[config.mk]
export PLATFORM = sky130hd
export DESIGN_NAME = fifo_wr_arbiter
export DESIGN_NICKNAME = d
export VERILOG_FILES = /design/src/rtl/fifo_pkg.sv /design/src/rtl/fifo_wr_arbiter_rr_pick.sv /design/src/rtl/fifo_wr_arbiter.sv
export SDC_FILE = /design/constraint.sdc
export NUM_CORES = 1
export LEC_CHECK = 0
export ABC_AREA = 1
export CAP_MARGIN = 30
export CORE_UTILIZATION = 38
export CTS_BUF_LIST = sky130_fd_sc_hd__clkbuf_8 sky130_fd_sc_hd__clkbuf_16
export DETAILED_ROUTE_END_ITERATION = 12
export GPL_TIMING_DRIVEN = 0
export PLACE_DENSITY = 0.95
export SYNTH_ARGS = -nofsm -noshare
export SYNTH_HDL_FRONTEND = slang
export SYNTH_SLANG_ARGS = --single-unit
[constraint.sdc]
create_clock -name clk -period 2.4 [get_ports clk]
set_clock_uncertainty 0.05 [all_clocks]
set_input_delay 0.24 -clock clk [delete_from_list [all_inputs] [get_ports clk]]
set_output_delay 0.24 -clock clk [all_outputs]
set_load 0.01 [all_outputs]
[src/rtl/fifo_pkg.sv]
// Shared definitions for the byte FIFO and the blocks that drive its ports.
package fifo_pkg;

  localparam int FIFO_DW    = 8;
  localparam int FIFO_DEPTH = 8;

  // Write-arbiter FSM: IDLE picks a producer, BURST holds the grant.
  typedef enum logic [0:0] {
    IDLE  = 1'b0,
    BURST = 1'b1
  } arb_state_t;

  // Width of an index into n items (at least one bit).
  function automatic int idx_width(input int n);
    return (n > 1) ? $clog2(n) : 1;
  endfunction

endpackage

[src/rtl/fifo_wr_arbiter_rr_pick.sv]
// Combinational round-robin first-one finder. Scans req starting one past
// last_id and wrapping modulo N_REQ; reports the first asserted index.
module rr_pick #(
  parameter int N_REQ = 4,
  parameter int IDW   = 2
) (
  input  logic [N_REQ-1:0] req,
  input  logic [IDW-1:0]   last_id,
  output logic             found,
  output logic [IDW-1:0]   idx
);

  // cand[k] is the producer visited at step k+1 of the scan.
  logic [IDW-1:0] cand [N_REQ];

  for (genvar gi = 0; gi < N_REQ; gi++) begin : g_cand
    logic [IDW:0] sum;
    assign sum = {1'b0, last_id} + (IDW+1)'(gi + 1);
    assign cand[gi] = (sum >= (IDW+1)'(N_REQ)) ? IDW'(sum - (IDW+1)'(N_REQ))
                                                : sum[IDW-1:0];
  end

  // Walk the scan backwards so the earliest asserted candidate wins.
  always_comb begin
    found = 1'b0;
    idx   = '0;
    for (int k = N_REQ - 1; k >= 0; k--) begin
      if (req[cand[k]]) begin
        found = 1'b1;
        idx   = cand[k];
      end
    end
  end

endmodule

[src/rtl/fifo_wr_arbiter.sv]
// Round-robin write-port arbiter: shares the FIFO write side among N_REQ
// valid/ready producers, granting one at a time for bursts of at most
// MAX_BURST words and never writing while the FIFO reports full.
module fifo_wr_arbiter
  import fifo_pkg::*;
#(
  parameter int N_REQ     = 4,
  parameter int DW        = FIFO_DW,
  parameter int MAX_BURST = 4
) (
  input  logic                       clk,
  input  logic                       rst,
  input  logic [N_REQ-1:0]           req_valid,
  input  logic [N_REQ*DW-1:0]        req_data,
  input  logic [N_REQ-1:0]           req_last,
  output logic [N_REQ-1:0]           req_ready,
  output logic                       fifo_we,
  output logic [DW-1:0]              fifo_din,
  input  logic                       fifo_full,
  output logic [idx_width(N_REQ)-1:0] grant_id,
  output logic                       busy
);

  localparam int IDW = idx_width(N_REQ);
  localparam int CW  = $clog2(MAX_BURST) + 1;

  arb_state_t     state_q;
  logic [IDW-1:0] grant_id_q;
  logic [IDW-1:0] last_id_q;
  logic [CW-1:0]  burst_cnt_q;

  logic           pick_found;
  logic [IDW-1:0] pick_idx;
  logic           gnt_valid;
  logic           gnt_last;
  logic           xfer;
  logic           at_limit;

  // Producer data split into one word per producer for the output mux.
  logic [DW-1:0] data_arr [N_REQ];

  for (genvar gi = 0; gi < N_REQ; gi++) begin : g_unpack
    assign data_arr[gi] = req_data[gi*DW +: DW];
  end

  rr_pick #(
    .N_REQ (N_REQ),
    .IDW   (IDW)
  ) u_rr_pick (
    .req     (req_valid),
    .last_id (last_id_q),
    .found   (pick_found),
    .idx     (pick_idx)
  );

  assign busy      = (state_q == BURST);
  assign grant_id  = grant_id_q;
  assign gnt_valid = req_valid[grant_id_q];
  assign gnt_last  = req_last[grant_id_q];
  // A word moves only when granted, offered, and the FIFO has room. Reset
  // suppresses the write so an in-flight word is never half-accepted.
  assign xfer      = busy & gnt_valid & ~fifo_full & ~rst;
  assign at_limit  = (burst_cnt_q == CW'(MAX_BURST - 1));

  assign fifo_we   = xfer;
  assign fifo_din  = busy ? data_arr[grant_id_q] : '0;

  // Ready goes only to the granted producer, and only when its word is taken.
  always_comb begin
    req_ready             = '0;
    req_ready[grant_id_q] = xfer;
  end

  // Arbitration FSM: pick in IDLE, count and release in BURST.
  always_ff @(posedge clk) begin
    if (rst) begin
      state_q     <= IDLE;
      grant_id_q  <= '0;
      last_id_q   <= IDW'(N_REQ - 1);
      burst_cnt_q <= '0;
    end else begin
      case (state_q)
        IDLE: begin
          if (pick_found) begin
            grant_id_q  <= pick_idx;
            burst_cnt_q <= '0;
            state_q     <= BURST;
          end
        end
        BURST: begin
          if (!gnt_valid) begin
            // Producer went quiet: give the port away rather than wait.
            state_q   <= IDLE;
            last_id_q <= grant_id_q;
          end else if (xfer) begin
            burst_cnt_q <= burst_cnt_q + CW'(1);
            if (gnt_last || at_limit) begin
              state_q   <= IDLE;
              last_id_q <= grant_id_q;
            end
          end
          // Valid with FIFO full: stall with grant and count frozen.
        end
        default: state_q <= IDLE;
      endcase
    end
  end

endmodule

==> metrics, run 1 <==
Yosys cell types 28; DR iter-0 viols 28; worst r2r path cells 10; die area roughly 0.0025 mm^2; Core Footprint approximately 0.0020 mm^2; R2R Setup Slk ~0.77 ns; CTS buffer count 3; Final setup viols 0; vias per inst approximately 5.2; crit path time final approximately 2.2 ns; Congestion Overflow GR 0; setup repair after global routing missed its margin false; Hold Crit Depth 1; Design Power 1.522 mW; worst-margin pin slew 0.4741 ns; I/O Pins between 50 and 60; FF-to-FF Start last_id_q[0]; met1 wire length 1.280 mm; largest net degree at the start of global routing 11; Data arrival, critical path approximately 1.9 ns; GP Congestion between 0.8 and 0.9; part of the Yosys area used for sequential elements a little under a fifth; CP max FO 9; most frequent cells in the layout 56 x clkdlybuf4s50_1, 40 x nand2_1, 16 x a22oi_1; Worst Path Class, Setup reg -> out; Pins Over Slew Limit 0; DP Worst Slack 0.03908 ns; commonest non-fill, non-tap cell in the layout clkdlybuf4s50_1; Final Hold Viols 0; layout net count about 250; leakage power 0.7154 nW; largest stage delay on the critical path roughly 0.54 ns; met3 WL around 320 um; WL per Instance approximately 14 um; Initial Util 42.03%; Die Height around 50 um; clock-pin slew on the worst setup and hold paths ~0.040 ns; # diodes 0; number of global-route vias before repair around 1100; fill count ~150; Yosys reg bits 8; Syn Nets roughly 180; Post-Syn Area per Cell 6.311 um^2; status finished, final reports clean; Routed WL just over 3 mm; Async S/R FF share, synth 0%; VDD IR-drop max approximately 0.00065 V; Detail Placement HPWL about 2.3 mm; Cells after Synth about 140; die width ~50 um; vias approximately 1200; Synth Cell Area between 800 and 900 um^2; wire length on met2 1.455 mm; Worst Setup End Kind primary output; root buffer cell clkbuf_8; top achievable clock speed 458.1 MHz; port bufs a little under 60; Layout area overhead 81.49%; drc violations 0; final worst slack ~0.22 ns; top layer in use met4; Core Util, Final 76.29%; first-pass GRT wire length around 4.8 mm; CTS tree built; dominant synthesized flop cell dfxtp_1; CP cell instances buf_4 -> nor2_4 -> nand2_1 -> nand4_4 -> nand2_4 -> nor2_1 -> clkdlybuf4s50_1; crit share post-route 90.96%; PwrDens 977.3 mW/mm^2; startpoint types register; initial antenna violation count 0; worst min path class reg -> reg; Yosys Warn Count 0; CP max-delay cell clkdlybuf4s50_1; global-route usage over all layers about a quarter; worst path required time about 2.1 ns; clock tree buffer depth 2; Final ANT Viol Nets 0; slew margin rel. about two thirds; Final TNS setup 0 ns; reg2reg end grant_id[0]; Post-synth EDFFs 0; max_cap viols 0; Rows 16; # H-tree levels 1; hold buffer count at cts 0; min-delay src burst_cnt_q[0]; worst hold slack 0.4138 ns; Initial DRT Pass Iterations 4; clk_lat worst skew between 0.2 and 0.25 ns; WHS Endpoint burst_cnt_q[0]; fraction of layout cells with a size suffix above 1 13.43%; number of clock sinks 8
## critical path: cells and delay by family, from the launching register on
kind,cells,cell delay [ns]
buf+inv,2,0.72
simple gates,5,0.65
flops,1,0.30
## report_power, final
part	internal, mW	switching [mW]	leakage [nW]
Combinational	0.533	0.609	0.628
Clock	0.108	0.0486	0.0216
Sequential	0.176	0.0474	0.0661
## state kept, by name, indices dropped and copies added (netlist names)
| name | cells |
|---|---|
| grant_id | 2 |
| burst_cnt_q | 3 |
| last_id_q | 2 |
| busy | 1 |
## layer usage
| metal | GRT usage [%] | vias up |
|---|---|---|
| met5 | 0 | - |
| met4 | 5.238 | 0 |
| met3 | 8.951 | 4 |
| met2 | 42.79 | 65 |
| met1 | 28.25 | 525 |
| li1 | - | 595 |
## through the flow
stage | instance area, um^2 | std cells
after floorplan | 858.3 | 136
after global placement | 1473 | 221
after detailed placement | 1473 | 221
after CTS | 1514 | 224
after global routing | 1558 | 228
final | 1558 | 228
## logic make-up (layout without fill, tap and decap cells)
family / after synthesis / in the layout / share of synthesized area, %
compound gates: 39 / 39 / 29.45
buf+inv: 21 / 86 / 10.49
flops: 8 / 8 / 18.66
simple gates: 66 / 66 / 38.48
fa+ha+maj: 2 / 2 / 2.915
## worst max-delay path by stage
stage | start | end | slack, ns | cells past startpoint
final | grant_id[1] | req_ready[2] | 0.22 | 7
after floorplan | grant_id[0] | req_ready[0] | 0.82 | 6
after CTS | rst | req_ready[1] | 0.02 | 5
after detailed placement | rst | req_ready[1] | 0.04 | 5
after global placement | rst | req_ready[1] | 0.06 | 5
after global routing | grant_id[1] | req_ready[3] | 0.04 | 7
## Yosys cell counts, types with 2 or more instances
| cell | instances | share of area [%] |
|---|---|---|
| nand3_1 | 6 | 3.5 |
| inv_1 | 12 | 5.2 |
| buf_4 | 2 | 1.7 |
| nand2_4 | 2 | 2.6 |
| o21ai_1 | 2 | 1.2 |
| dfxtp_1 | 8 | 19 |
| inv_2 | 4 | 1.7 |
| nand2_2 | 3 | 2.2 |
| ha_1 | 2 | 2.9 |
| nand2_1 | 40 | 17 |
| o211ai_1 | 2 | 1.7 |
| nor3_1 | 3 | 1.7 |
| nor2_1 | 6 | 2.6 |
| o21ai_0 | 2 | 1.2 |
| or2_1 | 2 | 1.5 |
| a22oi_1 | 16 | 14 |
| a21oi_1 | 13 | 7.6 |
## layout make-up
type | instances | area [um^2] | share of cell area, %
timing repair buffer | 62 | 615.6 | 39.52
multi-input combinational | 107 | 613.1 | 39.36
sequential | 8 | 161.4 | 10.36
inverter | 18 | 73.82 | 4.739
clock buffer | 3 | 41.29 | 2.651
tap | 27 | 33.78 | 2.169
buffer | 3 | 18.77 | 1.205
## what timing repair did
action                     in CTS  in global routing
setup buffers                   0                  4
resized for setup               0                  5
setup endpoints to repair       0                  4
No activity file was read; power rests on OpenSTA's default activity.
==> run 2: changes to the inputs <==
--- a/config.mk
+++ b/config.mk
@@ -6,12 +6,11 @@
 export NUM_CORES = 1
 export LEC_CHECK = 0
 export ABC_AREA = 1
-export CAP_MARGIN = 30
 export CORE_UTILIZATION = 38
 export CTS_BUF_LIST = sky130_fd_sc_hd__clkbuf_8 sky130_fd_sc_hd__clkbuf_16
 export DETAILED_ROUTE_END_ITERATION = 12
 export GPL_TIMING_DRIVEN = 0
-export PLACE_DENSITY = 0.95
+export PLACE_DENSITY = 0.88
 export SYNTH_ARGS = -nofsm -noshare
 export SYNTH_HDL_FRONTEND = slang
 export SYNTH_SLANG_ARGS = --single-unit
==> run 2 against run 1 <==
  * Clock power rose by 8%
  * Power fell by 3.5%
  * Worst setup slack got worse by 0.082 ns
  * Sequential power barely moved
  * Die area did not move
  * Cell count fell by 1.3%
  * Largest cell class is now multi-input combinational cells
==> metrics, run 2 (synthesis results as in run 1) <==
Rows 16; layout net count roughly 250; slew margin rel. 69.13%; CTS tree built; worst-margin pin slew 0.4630 ns; CTS buffer count 3; Final ANT Viol Nets 0; Die Height just under 50 um; drc violations 0; max_cap viols 0; first-pass GRT wire length a little under 5 mm; CP max FO 10; clk_lat worst skew 0.24 ns; most frequent cells in the layout 57 x clkdlybuf4s50_1, 40 x nand2_1, 16 x a22oi_1; root buffer cell clkbuf_8; crit share post-route ~94%; Final setup viols 0; PwrDens roughly 960 mW/mm^2; Final TNS setup 0 ns; DR iter-0 viols 30; Initial DRT Pass Iterations 4; # diodes 0; Finished Layout Cells between 200 and 250; number of global-route vias before repair around 1200; vias per inst 5.236; DP Cell Count between 200 and 250; global-route usage over all layers 25.29%; die width between 40 and 50 um; setup repair after global routing missed its margin false; top achievable clock speed 441.6 MHz; # H-tree levels 1; crit path time final about 2.3 ns; Initial Util a little over two fifths; startpoint types register; clock-pin slew on the worst setup and hold paths approximately 0.05 ns; clock tree buffer depth 2; port bufs 58; most flop-heavy register burst_cnt_q; Worst Setup End Kind primary output; hold buffer count at cts 0; fraction of layout cells with a size suffix above 1 ~12%; CP delay by family, top buffers and inverters; Pins Over Slew Limit 0; Core Footprint roughly 0.002 mm^2; largest net degree at the start of global routing 11; WL per Instance approximately 14 um; commonest non-fill, non-tap cell in the layout clkdlybuf4s50_1; die area 0.002453 mm^2; Detail Placement HPWL 2.351 mm; Layout area overhead 78.57%; worst min path class reg -> reg; Data arrival, critical path 1.97 ns; WP buf/inv 3; status finished, final reports clean; Worst Path Class, Setup reg -> out; number of clock sinks 8; max reg flops 3; Congestion Overflow GR 0; initial antenna violation count 0; CP max-delay cell clkdlybuf4s50_1; Final Hold Viols 0; VDD IR-drop max around 0.00064 V; I/O Pins between 50 and 60; vias around 1200; CP cell instances buf_4 -> nand2_1 -> inv_4 -> nand2_2 -> nand4_4 -> nand2_4 -> nor3_1 -> clkdlybuf4s50_1; Routed WL about 3.1 mm; worst path required time 2.11 ns; largest stage delay on the critical path between 0.5 and 0.6 ns; GP Congestion roughly 0.80; Design Power between 1 and 1.5 mW; leakage power ~0.68 nW
==> run 2: changes by cell type in the layout (fill, tap and decap cells not counted), sizes merged <==
cell / delta
clkdlybuf4s50: +1
buf: -3
dlymetal6s2s: -1
==> run 2: final timing paths <==
kind / from / end / slack [ns] / cells after the start
min reg2reg: burst_cnt_q[2] / burst_cnt_q[2] / 0.44 / 2
max: grant_id[1] / req_ready[0] / 0.14 / 8
max reg2reg: last_id_q[0] / burst_cnt_q[2] / 0.86 / 10
min: burst_cnt_q[2] / burst_cnt_q[2] / 0.44 / 2
==> run 2: metal layers <==
| layer | global-route usage [%] | part of all wire, % |
|---|---|---|
| met1 | 28.07 | 41 |
| met2 | 48.20 | 49 |
| met3 | 4.938 | 9.4 |
| met4 | 6.190 | 0.95 |
| met5 | 0 | 0 |
==> run 2: report_power, final <==
part	total [mW]	internal [mW]	switching, mW
clock network	0.170	0.109	0.0603
registers	0.221	0.176	0.0457
logic	1.08	0.488	0.590
==> run 2: worst min-delay path, cell delays in order (launching register included) <==
cell and delay (ns):
dfxtp_1 0.30, nand3_1 0.09, a21oi_2 0.05
==> run 2: timing repair <==
action,4_1_cts,5_1_grt
pin swaps,1,1
hold endpoints to repair,0,0
setup buffers,0,1
resized for setup,0,4
setup endpoints to repair,1,4
==> run 2: area by class of cell <==
type / instances / area (um^2)
Buffer: 3 / 18.77
Clock buffer: 3 / 41.29
Fill cell: 166 / 509.2
Inverter: 18 / 73.82
Multi-Input combinational cell: 107 / 613.1
Sequential cell: 8 / 161.4
Tap cell: 27 / 33.78
Timing Repair Buffer: 59 / 590.6
==> run 2: stage by stage <==
stage | hold slack [ns] | instance area [um^2] | worst slack, ns | utilization (%)
global placement | 0.4054 | 1473 | 0.08049 | 72.12
finish | 0.4401 | 1533 | 0.1353 | 75.06
floorplan | 0.2524 | 858.3 | 0.8211 | -
CTS | 0.4430 | 1514 | 0.01324 | 74.14
global route | 0.4654 | 1533 | 0.006928 | 75.06
detailed placement | 0.4276 | 1473 | 0.03692 | 72.12
